$ cat config.mk
export PLATFORM = sky130hd
export DESIGN_NAME = pipe_scoreboard
export DESIGN_NICKNAME = d
export VERILOG_FILES = /design/src/rtl/pipe_scoreboard.sv
export SDC_FILE = /design/constraint.sdc
export NUM_CORES = 1
export LEC_CHECK = 0
export ABC_AREA = 1
export CAP_MARGIN = 15
export CELL_PAD_IN_SITES_DETAIL_PLACEMENT = 1
export CELL_PAD_IN_SITES_GLOBAL_PLACEMENT = 2
export CORE_AREA = 2 2 73 93
export DETAILED_ROUTE_END_ITERATION = 6
export DIE_AREA = 0 0 75 95
export HOLD_SLACK_MARGIN = 0.15
export PLACE_DENSITY_LB_ADDON = 0.1
export SLEW_MARGIN = 20
export SYNTH_ARGS = -nofsm -noshare
export SYNTH_HDL_FRONTEND = slang
export SYNTH_SLANG_ARGS = --single-unit
$ cat constraint.sdc
create_clock -name clk -period 1.7 [get_ports clk]
set_clock_uncertainty 0.1 [all_clocks]
set_input_delay 0.255 -clock clk [delete_from_list [all_inputs] [get_ports clk]]
set_output_delay 0.255 -clock clk [all_outputs]
set_load 0.01 [all_outputs]
$ cat src/rtl/pipe_scoreboard.sv
// pipe_scoreboard: hazard/scoreboard controller for a 5-stage in-order pipeline.
//
// It keeps shadow copies of the E, M and W pipeline registers and uses them to
// produce the stall/flush controls:
//   - load-use:     a load in E whose rd is read by the valid instruction in D
//                   stalls F/D for one cycle and turns E into a bubble.
//   - taken branch: PCSrcE clears the IF/ID and ID/EX registers and overrides
//                   any load-use stall in the same cycle.
//   - multiply:     a multiply sits in E for several cycles. The entry cycle and
//                   every BUSY cycle hold F/D/E and send bubbles into M.
//
// Parameters
//   MUL_LAT    E-stage latency of a multiply, 1..15. A value of 1 never stalls.
//
// Ports
//   clk        clock; all state changes on its rising edge
//   rst_n      asynchronous active-low reset
//   Rs1D/Rs2D  source registers of the instruction in D
//   RdD        destination register of the instruction in D
//   ValidD     D holds a real instruction
//   RegWriteD  D instruction writes the register file
//   LoadD      D instruction is a load
//   MulD       D instruction is a multiply
//   PCSrcE     taken branch/jump resolved in E
//   StallF     hold the PC
//   StallD     hold the IF/ID register
//   StallE     hold the ID/EX register
//   FlushD     clear the IF/ID register
//   FlushE     clear the ID/EX register
//   BubbleM    clear the EX/MEM register
//   RdE/M/W    destination of the instruction in E/M/W (0 when the stage is empty)
//   RegWriteM  qualified register-file write enable for M
//   RegWriteW  qualified register-file write enable for W
//   Busy       multiply state machine is in BUSY
module pipe_scoreboard #(
  parameter int unsigned MUL_LAT = 4
) (
  input  logic       clk,
  input  logic       rst_n,
  input  logic [4:0] Rs1D,
  input  logic [4:0] Rs2D,
  input  logic [4:0] RdD,
  input  logic       ValidD,
  input  logic       RegWriteD,
  input  logic       LoadD,
  input  logic       MulD,
  input  logic       PCSrcE,
  output logic       StallF,
  output logic       StallD,
  output logic       StallE,
  output logic       FlushD,
  output logic       FlushE,
  output logic       BubbleM,
  output logic [4:0] RdE,
  output logic [4:0] RdM,
  output logic [4:0] RdW,
  output logic       RegWriteM,
  output logic       RegWriteW,
  output logic       Busy
);

  typedef enum logic [0:0] {StIdle, StBusy} state_e;

  // Full shadow of the instruction in E.
  typedef struct packed {
    logic       valid;
    logic [4:0] rd;
    logic       regwrite;
    logic       load;
    logic       mul;
  } e_stage_t;

  // Load/mul only influence hazards while the instruction sits in E, so the
  // later stages carry just what the forwarding unit and write-back need.
  typedef struct packed {
    logic       valid;
    logic [4:0] rd;
    logic       regwrite;
  } mw_stage_t;

  // The entry cycle is spent in IDLE, so BUSY runs MUL_LAT-1 cycles:
  // counter values MUL_LAT-2 down to 0.
  localparam bit         MulStalls = (MUL_LAT > 1);
  localparam logic [3:0] CntLoad   = (MUL_LAT > 1) ? 4'(MUL_LAT - 2) : 4'd0;

  state_e     state_q, state_d;
  logic [3:0] cnt_q, cnt_d;
  // Set when BUSY ends: the multiply still held in E has completed and must
  // not start a new BUSY window. Cleared once E advances.
  logic       done_q, done_d;

  e_stage_t   e_q, e_d;
  mw_stage_t  m_q, m_d;
  mw_stage_t  w_q, w_d;

  logic load_use;
  logic mul_start;
  logic stall_f, stall_d, stall_e;
  logic flush_d, flush_e, bubble_m;

  // Hazard detection on the current E contents.
  always_comb begin
    load_use  = e_q.valid & e_q.load & (e_q.rd != 5'd0) & ValidD &
                ((e_q.rd == Rs1D) | (e_q.rd == Rs2D));
    mul_start = MulStalls & e_q.valid & e_q.mul & ~done_q;
  end

  // FSM: state register.
  always_ff @(posedge clk or negedge rst_n) begin
    if (!rst_n) begin
      state_q <= StIdle;
      cnt_q   <= 4'd0;
    end else begin
      state_q <= state_d;
      cnt_q   <= cnt_d;
    end
  end

  // FSM: next state.
  always_comb begin
    state_d = state_q;
    cnt_d   = cnt_q;
    case (state_q)
      StIdle: begin
        if (mul_start) begin
          state_d = StBusy;
          cnt_d   = CntLoad;
        end
      end
      StBusy: begin
        if (cnt_q == 4'd0) begin
          state_d = StIdle;
        end else begin
          cnt_d = cnt_q - 4'd1;
        end
      end
      default: begin
        state_d = StIdle;
        cnt_d   = 4'd0;
      end
    endcase
  end

  // FSM: outputs. Priority in IDLE: multiply entry > taken branch > load-use.
  always_comb begin
    stall_f  = 1'b0;
    stall_d  = 1'b0;
    stall_e  = 1'b0;
    flush_d  = 1'b0;
    flush_e  = 1'b0;
    bubble_m = 1'b0;
    case (state_q)
      StBusy: begin
        stall_f  = 1'b1;
        stall_d  = 1'b1;
        stall_e  = 1'b1;
        bubble_m = 1'b1;
      end
      StIdle: begin
        if (mul_start) begin
          stall_f  = 1'b1;
          stall_d  = 1'b1;
          stall_e  = 1'b1;
          bubble_m = 1'b1;
        end else if (PCSrcE) begin
          flush_d = 1'b1;
          flush_e = 1'b1;
        end else if (load_use) begin
          stall_f = 1'b1;
          stall_d = 1'b1;
          flush_e = 1'b1;
        end
      end
      default: begin
        stall_f = 1'b0;
      end
    endcase
    // Keep every output at 0 while reset is held, even if PCSrcE is driven.
    if (!rst_n) begin
      stall_f  = 1'b0;
      stall_d  = 1'b0;
      stall_e  = 1'b0;
      flush_d  = 1'b0;
      flush_e  = 1'b0;
      bubble_m = 1'b0;
    end
  end

  // Shadow stage next state.
  always_comb begin
    if (stall_e) begin
      e_d = e_q;
    end else if (flush_e) begin
      e_d = '0;
    end else begin
      e_d = '{valid: ValidD, rd: RdD, regwrite: RegWriteD, load: LoadD, mul: MulD};
    end

    if (bubble_m) begin
      m_d = '0;
    end else begin
      m_d = '{valid: e_q.valid, rd: e_q.rd, regwrite: e_q.regwrite};
    end

    w_d = m_q;

    if ((state_q == StBusy) && (cnt_q == 4'd0)) begin
      done_d = 1'b1;
    end else if (!stall_e) begin
      done_d = 1'b0;
    end else begin
      done_d = done_q;
    end
  end

  always_ff @(posedge clk or negedge rst_n) begin
    if (!rst_n) begin
      e_q    <= '0;
      m_q    <= '0;
      w_q    <= '0;
      done_q <= 1'b0;
    end else begin
      e_q    <= e_d;
      m_q    <= m_d;
      w_q    <= w_d;
      done_q <= done_d;
    end
  end

  assign StallF    = stall_f;
  assign StallD    = stall_d;
  assign StallE    = stall_e;
  assign FlushD    = flush_d;
  assign FlushE    = flush_e;
  assign BubbleM   = bubble_m;
  assign Busy      = (state_q == StBusy);

  assign RdE       = e_q.valid ? e_q.rd : 5'd0;
  assign RdM       = m_q.valid ? m_q.rd : 5'd0;
  assign RdW       = w_q.valid ? w_q.rd : 5'd0;
  assign RegWriteM = m_q.valid & m_q.regwrite & (m_q.rd != 5'd0);
  assign RegWriteW = w_q.valid & w_q.regwrite & (w_q.rd != 5'd0);

endmodule

After elaboration in Yosys (flattened, before gate mapping)
Cells that the tools add are included.
{"block": "classes", "n_eq_ne": 5, "n_mux": 28, "reduce_logical": 6, "bitwise_logic": 13, "add_sub_neg": 1}
{"cell": "1-bit two-way mux", "n": 17}
{"cell": "5-bit two-way mux", "n": 3}
{"cell": "5-bit nonzero test", "n": 3}
{"cell": "1-bit bitwise AND", "n": 10}
{"cell": "5-bit == test", "n": 2}
{"cell": "9-bit two-way mux", "n": 1}
{"cell": "4-bit two-way mux", "n": 2}
{"cell": "4-bit case mux with 2 select lines", "n": 1}
{"cell": "7-bit two-way mux", "n": 1}
{"cell": "1-bit case mux with 2 select lines", "n": 3}
{"cell": "4-bit zero test", "n": 1}
{"cell": "2-bit inequality test, second input constant", "n": 2}
{"cell": "4-bit by 1-bit subtractor with 4-bit output, second input constant", "n": 1}
{"cell": "2-bit by 1-bit inequality test with 1-bit output, second input constant", "n": 1}
{"cell": "1-bit NOT", "n": 2}
{"cell": "2-bit AND reduction", "n": 1}
{"cell": "1-bit logical AND", "n": 1}
{"cell": "1-bit OR", "n": 1}
{"block": "totals", "output_inout_bits": 24, "ff_bits": 29, "word_cells": 67, "input_bits": 22}

Longest topological paths before layout
Gate-level depths: netlist (run 1).
{"block": "logic_depth", "depth_word": 10, "depth_mapped": 11, "mapped_depth_nobuf": 11}

Worst setup path after synthesis (run 1)
Ideal clock, no wire load.
{"block": "synth_path", "kind": "reg2out", "from": "register e_q[6] (netlist bit)", "to": "output port StallF", "path_buffers": 1, "t_required_ps": 1345, "setup_slack_ps": -2, "path_stages_with_launch": 10, "arrival_time_ps": 1347, "path_cell_list": "dfrtp_1 -> inv_2 -> nand2_1 -> nand2_1 -> nor2_1 -> nand3_1 -> nand2_1 -> nand2_1 -> o21ai_0 -> buf_4"}
{"block": "synth_via", "elab_chain_cells": 9}
{"item": "start: declaration", "line": "92", "text": "e_stage_t e_q, e_d;"}
{"item": "start signal: assignment", "line": "218", "text": "e_q <= '0;"}
{"item": "start signal: assignment", "line": "223", "text": "e_q <= e_d;"}
{"item": "5-bit nonzero test", "line": "103", "text": "load_use = e_q.valid & e_q.load & (e_q.rd != 5'd0) & ValidD &"}
{"item": "1-bit bitwise AND (2 in series)", "line": "103"}
{"item": "1-bit bitwise AND (*)", "line": "103"}
{"item": "1-bit two-way mux (*) (3 in series)"}
{"item": "1-bit case mux with 2 select lines (*)"}
{"item": "1-bit two-way mux (*)"}
{"item": "end: declaration", "line": "48", "text": "output logic StallF,"}
Mark *: on every way between the ends. The rest lies on a longest branch, timed or not.

Worst setup path after layout (run 1)
{"block": "layout_path", "from": "register e_q[6] (netlist bit)", "to": "output port FlushE"}
{"block": "layout_via", "elab_chain_cells": 9}
{"item": "5-bit nonzero test", "line": "103"}
{"item": "1-bit bitwise AND (2 in series)", "line": "103"}
{"item": "1-bit bitwise AND (*)", "line": "103"}
{"item": "1-bit two-way mux (*)", "line": "168", "text": "end else if (load_use) begin"}
{"item": "1-bit two-way mux (*)", "line": "165", "text": "end else if (PCSrcE) begin"}
{"item": "1-bit two-way mux (*)", "line": "160", "text": "if (mul_start) begin"}
{"item": "1-bit two-way mux (*)", "line": "152", "text": "case (state_q)"}
{"item": "1-bit two-way mux (*)", "line": "179", "text": "if (!rst_n) begin"}
{"item": "end: declaration", "line": "52", "text": "output logic FlushE,"}
Marked as above.

==> qor.txt, run 1 <==
First-pass iteration count of the detailed router: 4
GR Util All Layers: 13.2%
Cell count after synthesis: 211
Starting Density: 24.0%
Placement Cell Area: 0.00222 mm^2
Switch Pwr: 1.22 mW
Mean cell area of the mapped netlist: 7.18 um^2
Slew headroom: 77.7%
Pwr dens: 1340 mW/mm^2
Data arrival, critical path: 1.56 ns
Pre-CTS setup slack: -0.722 ns
Largest net degree at the start of global routing: 27
Leakage: 1.48 nW
Critical path peak fanout: 4
Status: complete, but fails checks
R2r setup slk: 0.08 ns
GPL Wtd Cong: 0.700
H-tree lvl count: 2
Vias per inst: 3.86
Hold path depth: 0
Clock Power Share: 17.5%
Placed wire-length estimate: 3.15 mm
DRC Markers: 0
WL/cell: 10.7 um
Most frequent cells in the layout: 65 x nand2_1, 46 x inv_1, 31 x buf_4
RSZ-0062 raised after global routing: yes
Max Cap Viol: 0
Via count: 1472
Worst Hold Class: flop to flop
Setup TNS: -1.00 ns
CTS tree: done
Final period utilization: 113%
Fillers: 814
Hold Vio Cnt, Final: 0
Sw Share: 37.8%
Reg2reg path depth: 12
Flops & latches, synth: 29
Setup violators final: 7
Most common cell after layout, fill and taps aside: nand2_1
CP Capture Type: primary output
Cts bufs inserted: 5
Vias in the first global route: 1503
Critical path startpoint category: flop
Fraction of layout instances using a drive strength above 1: 24.8%
DRT antenna net count: 0
CP Class: flop to primary output
Tot Pwr: 3.23 mW
Die Span Y: 95 um
Internal cell power: 2.01 mW
Core area: 0.00632 mm^2
Clk_lat worst skew: 0.28 ns
Core Rows: 33
Worst endpoint required time: 1.34 ns
Distinct cells, synth: 21
CTS clk-pin slew, worst paths: 0.07 ns
Syn. warnings: 0
Fin nets: 316
Total gr overflow: 0
Reg power frac: 35.8%
Die area: 0.00713 mm^2
Final instance area: 0.00241 mm^2
N_diodes: 0
Worst IR Drop VDD: 0.000335 V
Antenna violations before repair: 0
Sequential share of the synthesized area: 47.9%
Syn_nets: 234
Die extent in x: 75 um
Max Fclk: 522 MHz
Setup ws final: -0.216 ns
Initial DRC Count: 57
Actual slew at the worst max-slew pin: 0.334 ns
Clock Tree Root: clkbuf_8
CTS Sinks: 29
First-pass GRT wire length: 7.02 mm
CTS max path bufs: 2
Combinational share of power: 46.7%
Io pins: 46
I/O Buffers: 45
Hold slack: 0.353 ns
Cell area after synthesis: 0.00151 mm^2
Synthesis-to-layout area growth: 59.5%
Violated checks: setup timing
Post-Route WL: 4.09 mm
Tmin final: 1.92 ns
Max-slew violations: 0
-- logic make-up after synthesis --
group,count (synthesis),synth area share [%]
flip-flops,29,47.9
adder cells (fa/ha/maj),1,0.826
XOR/XNOR,3,1.74
buffers and inverters,57,15.6
AO/OA/AOI/OAI,8,3.31
AND/OR/NAND/NOR,113,30.6
-- stage by stage --
step | instances | util [%]
final | 381 | 38.2
after CTS | 381 | 37.9
after floorplan | 211 | -
after global routing | 381 | 38.2
after detailed placement | 363 | 35.1
after global placement | 363 | 35.1
-- flip-flops by register name, indices dropped and copies added, names as in the netlist --
signal and flops:
m_q 7, w_q 7, done_q 1, Busy 1, e_q 9, cnt_q 4
-- critical path: stages, from the launching register on --
cell and delay [ns]:
dfrtp_2 0.44, buf_6 0.13, nor2_4 0.06, nand4_1 0.13, nand4_1 0.12, inv_1 0.05, nand2_2 0.07, nand2_2 0.07
nand2_4 0.07, inv_2 0.03, buf_6 0.10
-- metal layers --
layer | GRT usage [%] | routed length [um] | part of all wire (%) | up-vias
met3 | 2.45 | 167 | 4.1 | 5
met4 | 5.36 | 55 | 1.3 | 0
li1 | - | - | - | 771
met5 | 0 | 0 | 0 | -
met2 | 22.8 | 2150 | 53 | 31
met1 | 15.6 | 1720 | 42 | 665
-- Yosys cell counts --
master     n  area (um^2)
nand2_1   69          259
inv_1     47          176
dfrtp_1   29          726
nor2_1    29          109
inv_2      5         18.8
nand3_1    5         25.0
buf_4      4         30.0
nand2_2    3         18.8
o21ai_0    3         15.0
xnor2_1    3         26.3
nand4_1    2         12.5
o311ai_0   2         17.5
or3_1      2         12.5
a21oi_1    1         5.00
a31oi_1    1         6.26
buf_6      1         11.3
ha_1       1         12.5
nand2_4    1         11.3
nand3_2    1         10.0
nor3_1     1         5.00
o22ai_1    1         6.26
-- final cells by class --
| cell class | instances | area, um^2 | share of cell area, % |
|---|---|---|---|
| Sequential cell | 29 | 731 | 30.3 |
| Inverter | 52 | 195 | 8.08 |
| Multi-Input combinational cell | 125 | 598 | 24.8 |
| Clock buffer | 5 | 68.8 | 2.85 |
| Tap cell | 87 | 109 | 4.51 |
| Clock inverter | 3 | 17.5 | 0.725 |
| Timing Repair Buffer | 80 | 696 | 28.8 |
-- timing repair --
item,4_1_cts,5_1_grt
hold buffers,2,0
pin swaps,10,6
setup endpoints to repair,28,25
endpoints found under the hold margin,3,0
resized for setup,59,14
buffers inserted,8,1
-- power groups by stage --
stage	combinational, mW	sequential [mW]	clock (mW)
after floorplan	0.716	1.12	0
after global placement	1.42	1.15	0
after detailed placement	1.43	1.16	0
after CTS	1.52	1.15	0.581
after global routing	1.71	1.20	0.624
final	1.51	1.16	0.563
-- final timing paths --
check | from | end
max | e_q[6] | FlushE
min | m_q[0] | w_q[0]
max reg2reg | e_q[6] | e_q[6]
min reg2reg | m_q[0] | w_q[0]
max in group asynchronous | rst_n | e_q[5]
min in group asynchronous | rst_n | e_q[8]
No activity file was read; power rests on OpenSTA's default activity.
==> inputs of run 2 (changes only) <==
--- a/config.mk
+++ b/config.mk
@@ -10,8 +10,10 @@
 export CELL_PAD_IN_SITES_DETAIL_PLACEMENT = 1
 export CELL_PAD_IN_SITES_GLOBAL_PLACEMENT = 2
 export CORE_AREA = 2 2 73 93
+export CTS_CLUSTER_DIAMETER = 200
 export DETAILED_ROUTE_END_ITERATION = 6
 export DIE_AREA = 0 0 75 95
+export GPL_ROUTABILITY_DRIVEN = 1
 export HOLD_SLACK_MARGIN = 0.15
 export PLACE_DENSITY_LB_ADDON = 0.1
 export SLEW_MARGIN = 20
==> results of run 2 <==
Final layout, timing and power as in run 1 (identical DEF).
==> inputs of run 3 (changes only) <==
--- a/config.mk
+++ b/config.mk
@@ -14,9 +14,7 @@
 export DETAILED_ROUTE_END_ITERATION = 6
 export DIE_AREA = 0 0 75 95
 export GPL_ROUTABILITY_DRIVEN = 1
-export HOLD_SLACK_MARGIN = 0.15
 export PLACE_DENSITY_LB_ADDON = 0.1
-export SLEW_MARGIN = 20
 export SYNTH_ARGS = -nofsm -noshare
 export SYNTH_HDL_FRONTEND = slang
 export SYNTH_SLANG_ARGS = --single-unit
==> run 3 against run 2 <==
Compared with the run above:
- critical path type unchanged
- largest power group unchanged
- the flow still finishes with violations (setup timing)
- cell count down 0.52%
- maximum frequency up 0.30%
- die area unchanged
- routed wire length down 0.49%
- sequential share of layout area up 0.25 points
- worst hold slack worse by 0.32 ns
- highest routed layer unchanged
- global-route usage down 0.087 points
- non-clock buffer count down 2
- clock power about the same
- clock-buffer cell count unchanged
- via count down 0.68%
==> qor.txt, run 3 (synthesis results as in run 1) <==
Core Rows: 33 (unchanged)
Reg2reg path depth: 12 (unchanged)
Final period utilization: 112% (was 113%)
Synthesis-to-layout area growth: 58.2% (was 59.5%)
Vias per inst: 3.86 (about the same)
Cts bufs inserted: 5 (unchanged)
H-tree lvl count: 2 (unchanged)
Pre-CTS setup slack: -0.722 ns (unchanged)
CP Class: flop to primary output (unchanged)
CTS clk-pin slew, worst paths: 0.07 ns (about the same)
Starting Density: 24.0% (unchanged)
WL/cell: 10.7 um (about the same)
N_diodes: 0 (unchanged)
DP Cell Count: 363 (unchanged)
Fin nets: 314 (was 316)
Slowest stage delay, CP: 0.44 ns (about the same)
Core area: 0.00632 mm^2 (unchanged)
Worst IR Drop VDD: 0.000335 V (about the same)
CTS Sinks: 29 (unchanged)
I/O Buffers: 45 (unchanged)
Total gr overflow: 0 (unchanged)
# hold bufs at CTS: 0 (was 2)
Vias in the first global route: 1485 (was 1503)
First-pass iteration count of the detailed router: 4 (unchanged)
Setup violators final: 7 (unchanged)
Setup ws final: -0.210 ns (was -0.216 ns)
CP startpoint: e_q[6] (unchanged)
Largest regs: e_q (9), m_q (7), w_q (7) (unchanged)
CTS max path bufs: 2 (unchanged)
RSZ-0062 raised after global routing: yes (unchanged)
Critical path peak fanout: 4 (unchanged)
CP bufs+invs: 4 (unchanged)
Max Cap Viol: 0 (unchanged)
Placement Cell Area: 0.00222 mm^2 (unchanged)
Largest net degree at the start of global routing: 27 (unchanged)
Biggest register: e_q (unchanged)
First-pass GRT wire length: 6.96 mm (was 7.02 mm)
Critical path startpoint category: flop (unchanged)
Violated checks: setup timing (unchanged)
Initial DRC Count: 51 (was 57)
Worst-path cell chain: buf_6 -> nor2_4 -> nand4_1 -> nand4_1 -> inv_1 -> nand2_2 -> nand2_2 -> nand2_4 -> inv_2 -> buf_6 (unchanged)
Reg2reg start: e_q[6] (unchanged)
CP Capture Type: primary output (unchanged)
Die Span Y: 95 um (unchanged)
Status: complete, but fails checks (unchanged)
Final instance area: 0.00239 mm^2 (was 0.00241 mm^2)
Worst Hold Class: primary input to async pin (was flop to flop)
Tmin final: 1.91 ns (was 1.92 ns)
Worst endpoint required time: 1.34 ns (about the same)
Actual slew at the worst max-slew pin: 0.342 ns (was 0.334 ns)
Tot Pwr: 3.22 mW (was 3.23 mW)
Clk_lat worst skew: 0.28 ns (about the same)
Max Fclk: 524 MHz (was 522 MHz)
CP delay by family, top: simple AND/OR/NAND/NOR gates (unchanged)
Pwr dens: 1350 mW/mm^2 (was 1340 mW/mm^2)
Post-Route WL: 4.07 mm (was 4.09 mm)
Placed wire-length estimate: 3.15 mm (unchanged)
Non-filler instance count after layout: 379 (was 381)
Slew headroom: 77.2% (was 77.7%)
Hold Vio Cnt, Final: 0 (unchanged)
Io pins: 46 (unchanged)
Max-slew violations: 0 (unchanged)
Die extent in x: 75 um (unchanged)
DRC Markers: 0 (unchanged)
GR Util All Layers: 13.1% (was 13.2%)
DRT antenna net count: 0 (unchanged)
CTS tree: done (unchanged)
Max FFs per register: 9 (unchanged)
Leakage: 1.47 nW (was 1.48 nW)
Via count: 1462 (was 1472)
Cell count along the critical path: 10 (unchanged)
Die area: 0.00713 mm^2 (unchanged)
Fraction of layout instances using a drive strength above 1: 25.0% (was 24.8%)
Most common cell after layout, fill and taps aside: nand2_1 (unchanged)
Antenna violations before repair: 0 (unchanged)
Clock Tree Root: clkbuf_8 (unchanged)
Slowest CP cell: dfrtp_2 (unchanged)
Data arrival, critical path: 1.55 ns (was 1.56 ns)
Most frequent cells in the layout: 65 x nand2_1, 46 x inv_1, 31 x buf_4 (unchanged)
GPL Wtd Cong: 0.700 (unchanged)
run 3: changes by cell type in the layout (fill, tap and decap cells not counted):
cell,change
dlygate4sd3_1,-2
run 3: what timing repair did:
item / CTS / global route
hold endpoints to repair: 0 / 0
gates resized for setup: 59 / 14
buffers inserted: 8 / 1
endpoints found under the setup margin: 28 / 25
pin swaps: 10 / 6
run 3: where the power goes:
group          switching (mW)  internal (mW)  total (mW)
clock network           0.282          0.282       0.564
logic                   0.736          0.768        1.50
registers               0.202          0.954        1.16
run 3: metal layers:
metal	vias up	global-route usage, %	routed length (um)
li1	768	-	-
met1	658	15.6	1720
met2	31	22.6	2130
met3	5	2.45	167
met4	0	5.36	55
met5	-	0	0
run 3: worst paths after layout:
kind | end | slack (ns)
worst min register to register | w_q[0] | 0.35
worst max-delay path | FlushE | -0.21
min in group clk | w_q[0] | 0.35
worst min-delay path | e_q[8] | 0.03
worst max register to register | e_q[6] | 0.08
max in group asynchronous | e_q[6] | 1.07
run 3: metrics by stage:
step           hold slack (ns)  util, %  setup TNS [ns]
2_1_floorplan           -0.141        -               0
3_3_place_gp             0.263     35.1           -6.10
3_5_place_dp             0.293     35.1           -6.20
4_1_cts                 0.0283     37.6           -1.30
5_1_grt                 0.0499     37.9           -1.73
6_report                0.0287     37.9          -0.992
run 3: area by class of cell:
class,instances,area [um^2]
clock buffer,5,68.8
sequential,29,731
inverter,52,195
timing repair buffer,78,676
clock inverter,3,17.5
fill,815,3920
multi-input combinational,125,598
tap,87,109
